### config.mk
export PLATFORM = sky130hd
export DESIGN_NAME = alu_seq_param
export DESIGN_NICKNAME = d
export VERILOG_FILES = /design/src/rtl/alu_seq_param.sv
export SDC_FILE = /design/constraint.sdc
export NUM_CORES = 1
export LEC_CHECK = 0
export CAP_MARGIN = 15
export CORE_MARGIN = 8
export CORE_UTILIZATION = 50
export DETAILED_ROUTE_END_ITERATION = 12
export HOLD_SLACK_MARGIN = 0.12
export PLACE_DENSITY = 0.71
export REMOVE_ABC_BUFFERS = 1
export SLEW_MARGIN = 20
export SYNTH_ARGS = -nofsm -noshare
export SYNTH_HDL_FRONTEND = slang
export SYNTH_SLANG_ARGS = --single-unit
### constraint.sdc
create_clock -name Clk -period 4.7 [get_ports Clk]
set_input_delay 0.94 -clock Clk [delete_from_list [all_inputs] [get_ports Clk]]
set_output_delay 0.94 -clock Clk [all_outputs]
set_load 0.005 [all_outputs]
### src/rtl/alu_seq_param.sv
// Registered ALU: ADD/SUB/AND/OR/XOR/CMP finish at the accepting edge, MUL/DIV take WIDTH cycles.
// Start is sampled only while idle; a Start seen while Busy is dropped, never queued.
module alu_seq_param #(
  parameter int WIDTH = 8
) (
  input  logic             Clk,
  input  logic             Rst_n,
  input  logic             Start,
  input  logic [2:0]       S,
  input  logic [WIDTH-1:0] A,
  input  logic [WIDTH-1:0] B,
  output logic [WIDTH-1:0] YH,
  output logic [WIDTH-1:0] YL,
  output logic             Busy,
  output logic             Done,
  output logic             Err
);

  localparam int CW = $clog2(WIDTH + 1);
  localparam logic [CW-1:0] LAST_M1 = CW'(WIDTH - 1);

  localparam logic [2:0] OP_ADD = 3'd0;
  localparam logic [2:0] OP_SUB = 3'd1;
  localparam logic [2:0] OP_MUL = 3'd2;
  localparam logic [2:0] OP_DIV = 3'd3;
  localparam logic [2:0] OP_AND = 3'd4;
  localparam logic [2:0] OP_OR  = 3'd5;
  localparam logic [2:0] OP_XOR = 3'd6;
  localparam logic [2:0] OP_CMP = 3'd7;

  typedef enum logic {IDLE, RUN} state_t;

  state_t             state;
  logic [CW-1:0]      cnt;
  logic [2:0]         op_r;
  logic [WIDTH-1:0]   a_r;
  logic [WIDTH-1:0]   b_r;
  logic [2*WIDTH-1:0] acc;
  logic [2*WIDTH-1:0] acc_nxt;
  logic [WIDTH-1:0]   acc_hi;
  logic [WIDTH-1:0]   acc_lo;

  logic [WIDTH:0]     add_w;
  logic [WIDTH:0]     sub_w;
  logic [WIDTH-1:0]   sc_hi;
  logic [WIDTH-1:0]   sc_lo;

  logic [WIDTH:0]     mul_sum;
  logic [WIDTH:0]     div_shift;
  logic [WIDTH-1:0]   div_diff;
  logic               div_take;

  assign acc_hi = acc[2*WIDTH-1:WIDTH];
  assign acc_lo = acc[WIDTH-1:0];

  // Single-cycle results, computed straight from the live inputs
  always_comb begin
    add_w = {1'b0, A} + {1'b0, B};
    sub_w = {1'b0, A} - {1'b0, B};
    sc_hi = '0;
    sc_lo = '0;
    case (S)
      OP_ADD: begin
        sc_lo    = add_w[WIDTH-1:0];
        sc_hi[0] = add_w[WIDTH];
      end
      OP_SUB: begin
        sc_lo    = sub_w[WIDTH-1:0];
        sc_hi[0] = sub_w[WIDTH];
      end
      OP_AND: sc_lo = A & B;
      OP_OR:  sc_lo = A | B;
      OP_XOR: sc_lo = A ^ B;
      OP_CMP: begin
        sc_lo[0] = (A < B);
        sc_lo[1] = (A == B);
        sc_lo[2] = (A > B);
      end
      default: ;
    endcase
  end

  // One iteration. MUL: acc = {partial, multiplier}; DIV: acc = {remainder, dividend/quotient}.
  // A set top bit in the shifted remainder means it already exceeds any divisor.
  always_comb begin
    mul_sum   = {1'b0, acc_hi} + {1'b0, a_r};
    div_shift = {acc_hi, acc_lo[WIDTH-1]};
    div_take  = div_shift[WIDTH] | (div_shift[WIDTH-1:0] >= b_r);
    div_diff  = div_shift[WIDTH-1:0] - b_r;
    if (op_r == OP_MUL) begin
      if (acc_lo[0]) acc_nxt = {mul_sum, acc_lo[WIDTH-1:1]};
      else           acc_nxt = {1'b0, acc_hi, acc_lo[WIDTH-1:1]};
    end else begin
      acc_nxt = {(div_take ? div_diff : div_shift[WIDTH-1:0]), acc_lo[WIDTH-2:0], div_take};
    end
  end

  always_ff @(posedge Clk) begin
    if (!Rst_n) begin
      state <= IDLE;
      cnt   <= '0;
      op_r  <= OP_ADD;
      a_r   <= '0;
      b_r   <= '0;
      acc   <= '0;
      YH    <= '0;
      YL    <= '0;
      Busy  <= 1'b0;
      Done  <= 1'b0;
      Err   <= 1'b0;
    end else begin
      Done <= 1'b0;
      case (state)
        IDLE: begin
          if (Start) begin
            op_r <= S;
            a_r  <= A;
            b_r  <= B;
            cnt  <= '0;
            if (S == OP_MUL || S == OP_DIV) begin
              state <= RUN;
              Busy  <= 1'b1;
              acc   <= (S == OP_MUL) ? {{WIDTH{1'b0}}, B} : {{WIDTH{1'b0}}, A};
            end else begin
              YH   <= sc_hi;
              YL   <= sc_lo;
              Err  <= 1'b0;
              Done <= 1'b1;
            end
          end
        end
        RUN: begin
          acc <= acc_nxt;
          cnt <= cnt + CW'(1);
          if (cnt == LAST_M1) begin
            state <= IDLE;
            Busy  <= 1'b0;
            Done  <= 1'b1;
            cnt   <= '0;
            // Divide-by-zero still runs the full count so latency never depends on data
            if (op_r == OP_DIV && b_r == '0) begin
              YH  <= a_r;
              YL  <= '1;
              Err <= 1'b1;
            end else begin
              YH  <= acc_nxt[2*WIDTH-1:WIDTH];
              YL  <= acc_nxt[WIDTH-1:0];
              Err <= 1'b0;
            end
          end
        end
        default: state <= IDLE;
      endcase
    end
  end

endmodule
* Yosys cells after proc, flatten, opt, wreduce, memory -nomap -nowiden
Index checks and enable logic that the tools add are counted.
Operators by class: reductions and logical operators 8, bitwise logic cells 5, add/sub/neg operators 5, order comparisons 3, equal/unequal tests 15, muxes and demuxes 40
Operators with widths (number):
- $mux W8 | 10
- $mux W16 | 4
- $pmux W16 S2 | 1
- $pmux W8 S2 | 2
- $pmux W5 S5 | 1
- $add A8 B8 Y9 | 2
- $pmux W3 S6 | 1
- $mux W1 | 13
- $eq A3 B2 Y1 const B | 4
- $eq A3 B3 Y1 const B | 4
- $pmux W1 S2 | 5
- $sub A8 B8 Y9 | 1
- $and A8 B8 Y8 | 1
- $eq A8 B8 Y1 | 1
- $ge A8 B8 Y1 | 1
- $gt A8 B8 Y1 | 1
- $logic_not A8 Y1 | 1
- $lt A8 B8 Y1 | 1
- $mux W4 | 2
- $or A8 B8 Y8 | 1
- $pmux W4 S2 | 1
- $sub A8 B8 Y8 | 1
- $xor A8 B8 Y8 | 1
- $ne A2 B2 Y1 const B | 3
- other kinds (11) | 13
Storage, ports and cells: output and inout port bits 19, word-level logic and storage cells 87, register bits after elaboration 59, input port bits 22

* Longest topological paths before layout
Gate-level depths: netlist (run 1).
word-level depth 7, mapped depth 11, mapped depth without buffers 11

* Least setup slack after synthesis (run 1)
No wires, ideal clock.
kind in2reg, start point in A[1], end point reg YL[0], setup slack 1.968 ns, data required time 4.568 ns, setup time 0.132 ns, data arrival time 2.600 ns, buffers on the path 0, stages 9, path through inv_1 > ha_1 > o21ba_2 > or4_1 > o211ai_1 > o41a_1 > o21ai_0 > a32oi_1 > a21oi_1
On the way: cells in the longest elaborated chain, start to end 5
RTL lines:
- start, declared | line 10 | input logic [WIDTH-1:0] A,
- $lt A8 B8 Y1 | line 75 | sc_lo[0] = (A < B);
- $pmux W3 S6 | line 62 | case (S)
- $mux W8 | line 120 | if (S == OP_MUL || S == OP_DIV) begin
- $mux W8 | line 115 | if (Start) begin
- $pmux W8 S2 | line 113 | case (state)
- end signal, assigned | line 126 | YL <= sc_lo;
- end signal, assigned | line 147 | YL <= acc_nxt[WIDTH-1:0];
- end, declared | line 13 | output logic [WIDTH-1:0] YL,
Every way passes these cells. The select of a mux whose other input is x is not followed. A chain may end at the register's enable or synchronous reset.

* Worst setup path after layout (run 1)
Ends and elaborated chain as after synthesis.

==> metrics.md, run 1 <==
| Metric | Value |
|---|---|
| Status | `complete, no violations` |
| Vias in the first global route | `about 4500` |
| EDFF count, synth | `0` |
| Fmax | `between 200 and 300 MHz` |
| Largest net degree at the start of global routing | `47` |
| Slew Viols, Final | `0` |
| Worst EP required | `a little under 5 ns` |
| Cell Rows | `35` |
| Clk_lat worst skew | `0.35 ns` |
| RR Endpoint | `YH[4]` |
| Crit Path Max Fanout | `5` |
| Via count | `4836` |
| RSZ-0062 raised after global routing | `no` |
| Hold buffers post-CTS | `0` |
| First-pass GRT wire length | `23.5 mm` |
| Setup bufs post-CTS | `0` |
| Initial Utilization | `51.4%` |
| Final WL | `between 10 and 15 mm` |
| Post-cts gate resize count | `0` |
| CTS Buffer Depth | `2` |
| Die height | `roughly 110 um` |
| Leak | `0.00213 uW` |
| Yosys cell types | `75` |
| Total grt overflow | `0` |
| Antenna Nets Post-Route | `0` |
| Slew at the pin with the worst max-slew slack | `between 0.8 and 0.9 ns` |
| Initial antenna violation count | `0` |
| Reg2reg setup slack | `slightly below 2 ns` |
| Final setup TNS | `0 ns` |
| Worst Hold Launch | `Busy` |
| Worst R2R Start | `acc[7]` |
| Post-layout nets | `a little over 700` |
| Clk sinks | `a little under 60` |
| Dominant cell type by area after synthesis | `dfxtp_1` |
| Final setup viols | `0` |
| Reg2reg path depth | `11` |
| GP Congestion | `between 0.9 and 1` |
| Kind of critical path | `input pin to flip-flop` |
| Residual DRC | `0` |
| Total CTS buffers | `9` |
| Reg clk slew, reported paths | `0.08 ns` |
| IO Port Bufs | `40` |
| Crit. End Element | `flip-flop` |
| Worst VDD drop | `around 0.15 mV` |
| Initial DRC Count | `about 460` |
| Via-to-Cell Ratio | `about 6.3` |
| Num ports | `a little over 40` |
| Htree depth | `3` |
| Hold Vio Cnt, Final | `0` |
| ANT cells | `0` |
| Relative slew margins | `around 43%` |
| Minimum clock period after layout | `3.38 ns` |
| Post-synthesis register bit count | `59` |
| DIE WIDTH | `between 100 and 150 um` |
| HP Class | `flip-flop to flip-flop` |
| Mapped Cells | `622` |
| Synth warn | `0` |
| Top-area cell type share of the netlist area | `roughly 25%` |
| Synthesis-to-layout area growth | `13.5%` |
| Post-Syn Area per Cell | `7.60 um2` |
| Ys async rst share | `0%` |
| Seq/Total Area, Yosys | `25.0%` |
| HPWL Detailed | `approximately 11 mm` |
| Leading register cell type out of synthesis | `dfxtp_1` |
| Mapped Area | `~0.0047 mm2` |
| Wire length per cell | `between 15 and 20 um` |
| Total die area | `0.0128 mm2` |
| Worst setup SP type | `input pin` |
| Max-Cap Viols | `0` |
| Placeable Area | `between 0.009 and 0.01 mm2` |
| Dpl ws | `just over 1 ns` |
| Synth area leaders | `dfxtp_1 (25%), ha_1 (11%), a21oi_1 (7.7%)` |
| DR pass1 iterations | `5` |
| WP data arrival | `3.56 ns` |
| Power Density | `270 mW/mm2` |
| Worst Hold Depth | `2` |
| Fill cells | `878` |
| CP startpoint | `A[1]` |
| Total GRT Usage | `~23%` |
| Worst setup margin | `approximately 1.3 ns` |
| Clk root buf | `clkbuf_8` |
| Layout Skew | `approximately 0.013 ns` |
| Fin crit share | `between 70% and 80%` |
| CTS tree | `done` |
| Min-Delay Endpoint | `Busy` |
| Fraction of layout cells with a size suffix above 1 | `~6.4%` |
==> cell usage after synthesis (4+ instances only) <==
cell	number
o22ai_1	9
nand2_1	70
nand3_1	19
nand2b_1	5
nor4_1	5
o31a_1	4
nor2_1	59
a31oi_1	7
nand3b_1	4
mux2i_1	19
a22oi_1	6
o21a_1	6
a211oi_1	18
o31ai_1	8
and2_1	4
a21oi_1	73
xnor2_1	9
o21ai_0	27
ha_1	41
buf_1	4
fa_1	4
o211ai_1	7
inv_1	35
buf_2	9
nor3_1	9
nor2b_1	10
xor2_1	5
a21o_1	4
dfxtp_1	59
clkbuf_1	22
==> where the power goes <==
part	internal, uW	leakage, uW	total, uW	switching [uW]
clock network	191	0.0000822	417	226
logic	203	0.00157	477	275
registers	526	0.000482	556	29.6
==> critical path, cell delays in order <==
cell and delay (ns):
clkdlybuf4s50_1 0.61, inv_1 0.14, ha_1 0.36, o21ba_2 0.24
or4_1 0.46, o211ai_1 0.21, o41a_1 0.22, o21ai_0 0.10
a32oi_1 0.20, a21oi_1 0.08
==> flip-flops by register name (all words and copies together), names as in the netlist <==
name / count
op_r: 3
Done: 1
b_r: 8
Busy: 1
acc: 16
cnt: 4
state: 1
YH: 8
YL: 8
a_r: 8
Err: 1
==> kinds of logic after synthesis <==
family	Yosys count	synth area share [%]
compound gates	205	28.6
simple gates	204	20.4
buf+inv	73	6.06
flops	59	25.0
fa+ha+maj	45	12.5
mux	22	4.82
xor+xnor	14	2.59
==> layer usage <==
metal  wire, um  GRT usage [%]
met1       6190           28.4
met2       7090           38.7
met3        983           3.14
met4        433           10.0
met5          0              0
==> how the worst max path moves through the flow <==
stage	end	slack, ns	depth (start not counted)
after floorplan	YL[7]	1.94	6
after global placement	YL[0]	1.12	10
after detailed placement	YL[0]	1.03	10
after CTS	YL[0]	1.38	10
after global routing	YL[0]	1.29	10
final	YL[0]	1.32	10
==> cell usage in the layout (no fill, tap or decap), types with 3 or more instances in the layout <==
| cell type | count |
|---|---|
| dfxtp_1 | 59 |
| mux2i_1 | 19 |
| xor2_1 | 5 |
| o31ai_1 | 8 |
| and2_1 | 4 |
| o31a_1 | 4 |
| nand3_1 | 19 |
| clkdlybuf4s50_1 | 40 |
| fa_1 | 4 |
| clkbuf_8 | 9 |
| a21o_1 | 4 |
| ha_1 | 41 |
| a311oi_1 | 3 |
| a31oi_1 | 7 |
| o22ai_1 | 9 |
| nor3_1 | 9 |
| o21a_1 | 6 |
| nor2_1 | 59 |
| nor2b_1 | 10 |
| nor4_1 | 5 |
| o211ai_1 | 7 |
| nand2b_1 | 5 |
| buf_4 | 10 |
| inv_1 | 35 |
| a32oi_1 | 3 |
| nand3b_1 | 4 |
| a211oi_1 | 18 |
| a22oi_1 | 6 |
| o21ai_0 | 27 |
| nand2_1 | 70 |
| a21oi_1 | 73 |
| o221ai_1 | 3 |
| xnor2_1 | 9 |
==> area by class of cell <==
class                           instances  area (um2)  share of cell area, %
Multi-Input combinational cell        490        3260                   60.8
Inverter                               37         139                   2.59
Tap cell                              111         139                   2.59
Clock buffer                           10         128                   2.38
Timing Repair Buffer                   50         475                   8.86
Sequential cell                        59        1180                   22.0
Clock inverter                          6        42.5                  0.793
==> stage by stage <==
stage	hold WS (ns)	total power [uW]	instance area, um2	std cells	util [%]
after global routing	0.487	1520	5370	763	58.3
after global placement	0.450	1030	5190	747	56.5
after floorplan	0.447	885	4580	586	-
final	0.466	1450	5370	763	58.3
after CTS	0.463	1450	5370	763	58.3
after detailed placement	0.452	1030	5190	747	56.5
No activity file was read; power rests on OpenSTA's default activity.
==> inputs of run 2 (changes only) <==
- clock period: 4.7 -> 3.49 ns (I/O delays scaled with it)
==> run 2 against run 1 <==
Against the previous run: register-to-register slack worse by 1.4 ns; count of clock-buffer cells in the layout stayed put; total power rose by 37%; cell count up 1.2%; sequential share of layout area fell by 0.31 points; non-clock buffer count up 9; sequential cell count is the same; via count grew 1.4%; critical path depth fell by 1; clock power grew 37%; critical path type unchanged; largest power group unchanged; highest routed layer unchanged.
==> metrics.md, run 2 (synthesis gave the netlist of run 1 again) <==
| Metric | Value |
|---|---|
| Status | `complete, no violations` |
| Switching share of power | `between 30 and 40%` |
| Synthesis-to-layout area growth | `15.1%` |
| Clk root buf | `clkbuf_8` |
| Power Density | `365 mW/mm2` |
| Initial antenna violation count | `0` |
| Worst setup SP type | `input pin` |
| Cell Rows | `35` |
| Slew Viols, Final | `0` |
| Final setup TNS | `0 ns` |
| First-pass GRT wire length | `24.0 mm` |
| Fill cells | `~900` |
| Slew at the pin with the worst max-slew slack | `roughly 0.73 ns` |
| Clk sinks | `a little under 60` |
| DR pass1 iterations | `5` |
| Reg2reg path depth | `11` |
| Worst Hold Depth | `2` |
| Crit Path Max Fanout | `10` |
| HPWL Detailed | `~11 mm` |
| Via-to-Cell Ratio | `about 6.4` |
| Crit. End Element | `flip-flop` |
| Max-Cap Viols | `0` |
| Fraction of layout cells with a size suffix above 1 | `7.87%` |
| Most frequent cells in the layout | `a21oi_1 (73), nand2_1 (70), dfxtp_1 (59), nor2_1 (59), ha_1 (41)` |
| WP data arrival | `3.25 ns` |
| GP Congestion | `roughly 1.0` |
| Num ports | `a little over 40` |
| Kind of critical path | `input pin to flip-flop` |
| Relative slew margins | `51.3%` |
| Total die area | `~0.013 mm2` |
| RSZ-0062 raised after global routing | `no` |
| Area of the multi-input gates | `between 0.003 and 0.004 mm2` |
| Htree depth | `3` |
| Die height | `around 110 um` |
| Post-cts gate resize count | `0` |
| Fin crit share | `~85%` |
| Reg clk slew, reported paths | `0.07 ns` |
| Combinational Power Share | `around a third` |
| Leak | `0.00218 uW` |
| Placeable Area | `~0.0092 mm2` |
| Vias in the first global route | `roughly 4600` |
| Pint | `roughly 1300 uW` |
| Fmax | `between 300 and 400 MHz` |
| Wire length per cell | `about 19 um` |
| Commonest non-fill, non-tap cell in the layout | `a21oi_1` |
| Worst EP required | `~3.8 ns` |
| IO Port Bufs | `40` |
| HP Class | `flip-flop to flip-flop` |
| Max reg flops | `16` |
| Layout Skew | `between 0.01 and 0.015 ns` |
| Clk_lat worst skew | `between 0.3 and 0.4 ns` |
| Worst VDD drop | `~0.14 mV` |
| Biggest register | `acc` |
| Dpl ws | `approximately 0.26 ns` |
| Worst setup margin | `~0.53 ns` |
| Final WL | `around 15 mm` |
| CTS tree | `done` |
| CTS Buffer Depth | `2` |
| Setup bufs post-CTS | `0` |
| Sequential share of power | `a little under two fifths` |
| DIE WIDTH | `113 um` |
| Initial DRC Count | `about 400` |
| Non-filler cells, final | `between 700 and 800` |
| Hold buffers post-CTS | `0` |
| Placed Cells | `~760` |
| Register area | `between 0.001 and 0.0015 mm2` |
| Antenna Nets Post-Route | `0` |
| ANT cells | `0` |
| Initial Utilization | `between 50% and 60%` |
| Total grt overflow | `0` |
| Clock share of power | `roughly 29%` |
| Via count | `4904` |
| Switching pwr | `just over 700 uW` |
| Total CTS buffers | `9` |
| Hold Vio Cnt, Final | `0` |
| Minimum clock period after layout | `roughly 3.0 ns` |
| Largest net degree at the start of global routing | `43` |
| Total GRT Usage | `23.1%` |
| Residual DRC | `0` |
| Final setup viols | `0` |
| Post-layout nets | `around 720` |
## run 2: stage by stage
step | instance area, um2 | util [%] | power, uW | hold slack, ns
2_1_floorplan | 4580 | - | 1190 | 0.447
3_5_place_dp | 5260 | 57.2 | 1410 | 0.464
6_report | 5440 | 59.2 | 1980 | 0.476
3_3_place_gp | 5260 | 57.2 | 1410 | 0.448
5_1_grt | 5440 | 59.2 | 2080 | 0.498
4_1_cts | 5440 | 59.2 | 1980 | 0.473
## run 2: final timing paths
check | start | to | slack (ns)
setup / recovery | A[2] | YL[2] | 0.53
hold / removal | YH[3] | YH[3] | 0.48
setup reg to reg | acc[7] | YH[0] | 0.61
hold reg to reg | YH[3] | YH[3] | 0.48
## run 2: layer usage
| layer | vias to the layer above | GRT usage, % | share of wire (%) |
|---|---|---|---|
| met2 | 201 | 39.0 | 47 |
| met1 | 2332 | 28.4 | 43 |
| li1 | 2325 | - | - |
| met3 | 46 | 3.46 | 6.2 |
| met4 | 0 | 10.3 | 3.4 |
| met5 | - | 0 | 0 |
## run 2: final cells by class
class                   count  area share, %
clock buffers              10           2.53
clock inverters             6          0.759
inverters                  37           2.55
multi-input cells         490           59.9
flip-flops and latches     59           21.7
well taps                 111           2.55
repair buffers             59           9.98
## run 2: critical path, stage by stage
cell and delay (ns):
clkdlybuf4s50_1 0.53, inv_1 0.08, ha_1 0.43, or4_1 0.59, o211ai_1 0.18, o41a_1 0.21
a21oi_1 0.08, o31ai_1 0.26, o211a_1 0.19
## run 2: power by group through the flow
stage | logic, uW | registers (uW) | clock network (uW)
global route | 724 | 753 | 602
CTS | 653 | 748 | 577
finish | 663 | 749 | 573
floorplan | 438 | 754 | 0
detailed placement | 648 | 764 | 0
global placement | 644 | 763 | 0
==> inputs of run 3 (changes only) <==
- PLACE_DENSITY: 0.71 -> 0.73
- clock period: 3.49 -> 2.53 ns (I/O delays scaled with it)
==> run 3 against run 2 <==
Against the previous run: the run now ends with setup timing left; count of clock-buffer cells in the layout rose by 1; sequential power rose by 36%; core utilization rose by 10 points; combinational power rose by 79%; final area rose by 17%; critical path depth rose by 3; cell count rose by 11%; die area did not move; first-iteration DRC count rose by 15%; total power rose by 63%; register-to-register slack got worse by 0.62 ns; wire length rose by 6.5%.
==> metrics.md, run 3 (synthesis gave the netlist of run 1 again) <==
| Metric | Value |
|---|---|
| Status | `complete, but fails checks` |
| Failing checks | `setup timing` |
| Wire length per cell | `roughly 19 um` |
| Clk root buf | `clkbuf_8` |
| Hold Vio Cnt, Final | `0` |
| Vias in the first global route | `just over 5000` |
| Fmax | `between 300 and 400 MHz` |
| Max reg flops | `16` |
| Worst R2R Start | `acc[7]` |
| Antenna Nets Post-Route | `0` |
| Area of the multi-input gates | `around 0.0034 mm2` |
| HP Class | `flip-flop to flip-flop` |
| CP startpoint | `acc[7]` |
| Worst setup margin | `-0.0145 ns` |
| Total die area | `between 0.01 and 0.015 mm2` |
| Crit Path Max Fanout | `3` |
| Total GRT Usage | `between 20% and 30%` |
| Dpl ws | `-0.459 ns` |
| Cell Rows | `35` |
| Final setup TNS | `-0.0155 ns` |
| Final Core Density | `69.3%` |
| Reg clk slew, reported paths | `~0.080 ns` |
| Initial antenna violation count | `0` |
| GR Util met3 | `under 10%` |
| GP Congestion | `0.987` |
| Synthesis-to-layout area growth | `34.8%` |
| Die height | `113 um` |
| Slowest CP cell | `fa_2` |
| Slew at the pin with the worst max-slew slack | `0.649 ns` |
| CP max stage delay | `just over 0.4 ns` |
| Worst setup SP type | `flip-flop` |
| Critical path cell sequence | `inv_2 -> ha_4 -> inv_2 -> fa_2 -> a21oi_4 -> nor2_4 -> o311a_4 -> o21ai_2 -> a31oi_2 -> a211oi_2 -> buf_4 -> o221a_2` |
| Residual DRC | `0` |
| Tot Pwr | `3230 uW` |
| Hold buffers post-CTS | `0` |
| Power Density | `506 mW/mm2` |
| Crit. End Element | `flip-flop` |
| Fill cells | `approximately 750` |
| Layout Skew | `~0.014 ns` |
| Total grt overflow | `0` |
| Fin crit share | `101%` |
| Largest net degree at the start of global routing | `28` |
| Htree depth | `3` |
| Placeable Area | `about 0.0092 mm2` |
| Fraction of layout cells with a size suffix above 1 | `roughly 22%` |
| Max-Cap Viols | `0` |
| Register area | `0.00118 mm2` |
| Worst EP required | `approximately 2.8 ns` |
| Final setup viols | `2` |
| Initial DRC Count | `462` |
| Commonest non-fill, non-tap cell in the layout | `buf_4` |
| Leak | `around 0.0027 uW` |
| HPWL Detailed | `between 10 and 15 mm` |
| Total CTS buffers | `9` |
| Finished Cell Area | `roughly 0.0064 mm2` |
| Final WL | `~16 mm` |
| Biggest register | `acc` |
| Slew Viols, Final | `0` |
| GRT Max-Usage Layer | `met2` |
| Minimum clock period after layout | `approximately 2.5 ns` |
| Worst Hold Launch | `Busy` |
| DR pass1 iterations | `5` |
| CTS tree | `done` |
| WP data arrival | `between 2 and 3 ns` |
| Num ports | `between 40 and 50` |
| Kind of critical path | `flip-flop to flip-flop` |
| Via count | `between 5000 and 6000` |
| Post-placement cell area | `approximately 0.0059 mm2` |
| ANT cells | `0` |
| Relative slew margins | `56.6%` |
| IO Port Bufs | `40` |
| DIE WIDTH | `roughly 110 um` |
| Cell family with the largest share of critical-path delay | `compound AO/OA/AOI/OAI gates` |
| CTS Buffer Depth | `2` |
| Clk sinks | `between 50 and 60` |
| Met1 Use GR | `between 20 and 30%` |
| Most frequent cells in the layout | `buf_4 (100), a21oi_1 (72), nand2_1 (70)` |
| Worst path most repeated cell | `inv_2` |
| Via-to-Cell Ratio | `about 6` |
| Clk_lat worst skew | `between 0.3 and 0.4 ns` |
| First-pass GRT wire length | `~25 mm` |
| Initial Utilization | `between 50% and 60%` |
| Post-layout nets | `809` |
| Worst VDD drop | `0.231 mV` |
| RSZ-0062 raised after global routing | `yes` |
| GR Layer Usage met2 | `a little over two fifths` |
| Number of buffers and inverters on the critical path | `3` |
-- run 3: changes by cell type in the layout (fill, tap and decap cells not counted), moves of 3 or more --
cell,before,now
clkinvlp_4,3,0
inv_2,1,6
ha_1,41,34
buf_4,19,100
dlymetal6s2s_1,0,3
inv_1,35,30
ha_4,0,5
clkdlybuf4s50_1,40,37
buf_12,0,5
-- run 3: where the power goes --
group / total [uW] / switching [uW] / internal (uW)
Clock: 1010 / 408 / 603
Combinational: 1190 / 608 / 585
Sequential: 1020 / 44.5 / 979
Total: 3230 / 1060 / 2170
-- run 3: what timing repair did --
| item | 4_1_cts | 5_1_grt |
|---|---|---|
| resized for setup | 9 | 29 |
| setup endpoints to repair | 7 | 13 |
| setup buffers | 0 | 4 |
| pin swaps | 9 | 19 |
-- run 3: path summary, 6_finish.rpt --
| kind | slack, ns | cells past startpoint | endpoint |
|---|---|---|---|
| max reg2reg | -0.01 | 12 | YH[0] |
| max | -0.01 | 12 | YH[0] |
| min | 0.46 | 2 | Busy |
| min reg2reg | 0.46 | 2 | Busy |
-- run 3: worst register-to-register path: stages (launching register included) --
cell and delay, ns:
dfxtp_2 0.33, inv_2 0.08, ha_4 0.14, inv_2 0.04, fa_2 0.41, a21oi_4 0.19
nor2_4 0.07, o311a_4 0.36, o21ai_2 0.12, a31oi_2 0.12, a211oi_2 0.29, buf_4 0.16
o221a_2 0.16
-- run 3: per-stage QoR --
step / hold slack, ns / cells
floorplan: 0.447 / 586
global route: 0.480 / 858
detailed placement: 0.450 / 838
global placement: 0.453 / 838
finish: 0.457 / 858
CTS: 0.461 / 854
-- run 3: per-layer routing --
| layer | vias up | share of wire, % |
|---|---|---|
| met5 | - | 0 |
| met4 | 0 | 2.8 |
| met3 | 36 | 5.8 |
| met2 | 201 | 50 |
| met1 | 2494 | 41 |
| li1 | 2499 | - |
-- run 3: layout make-up --
cell class / count / area share (%)
sequential: 59 / 18.6
inverter: 37 / 2.18
clock inverter: 5 / 1.18
clock buffer: 11 / 2.37
tap: 111 / 2.18
multi-input combinational: 490 / 53.8
timing repair buffer: 145 / 19.7
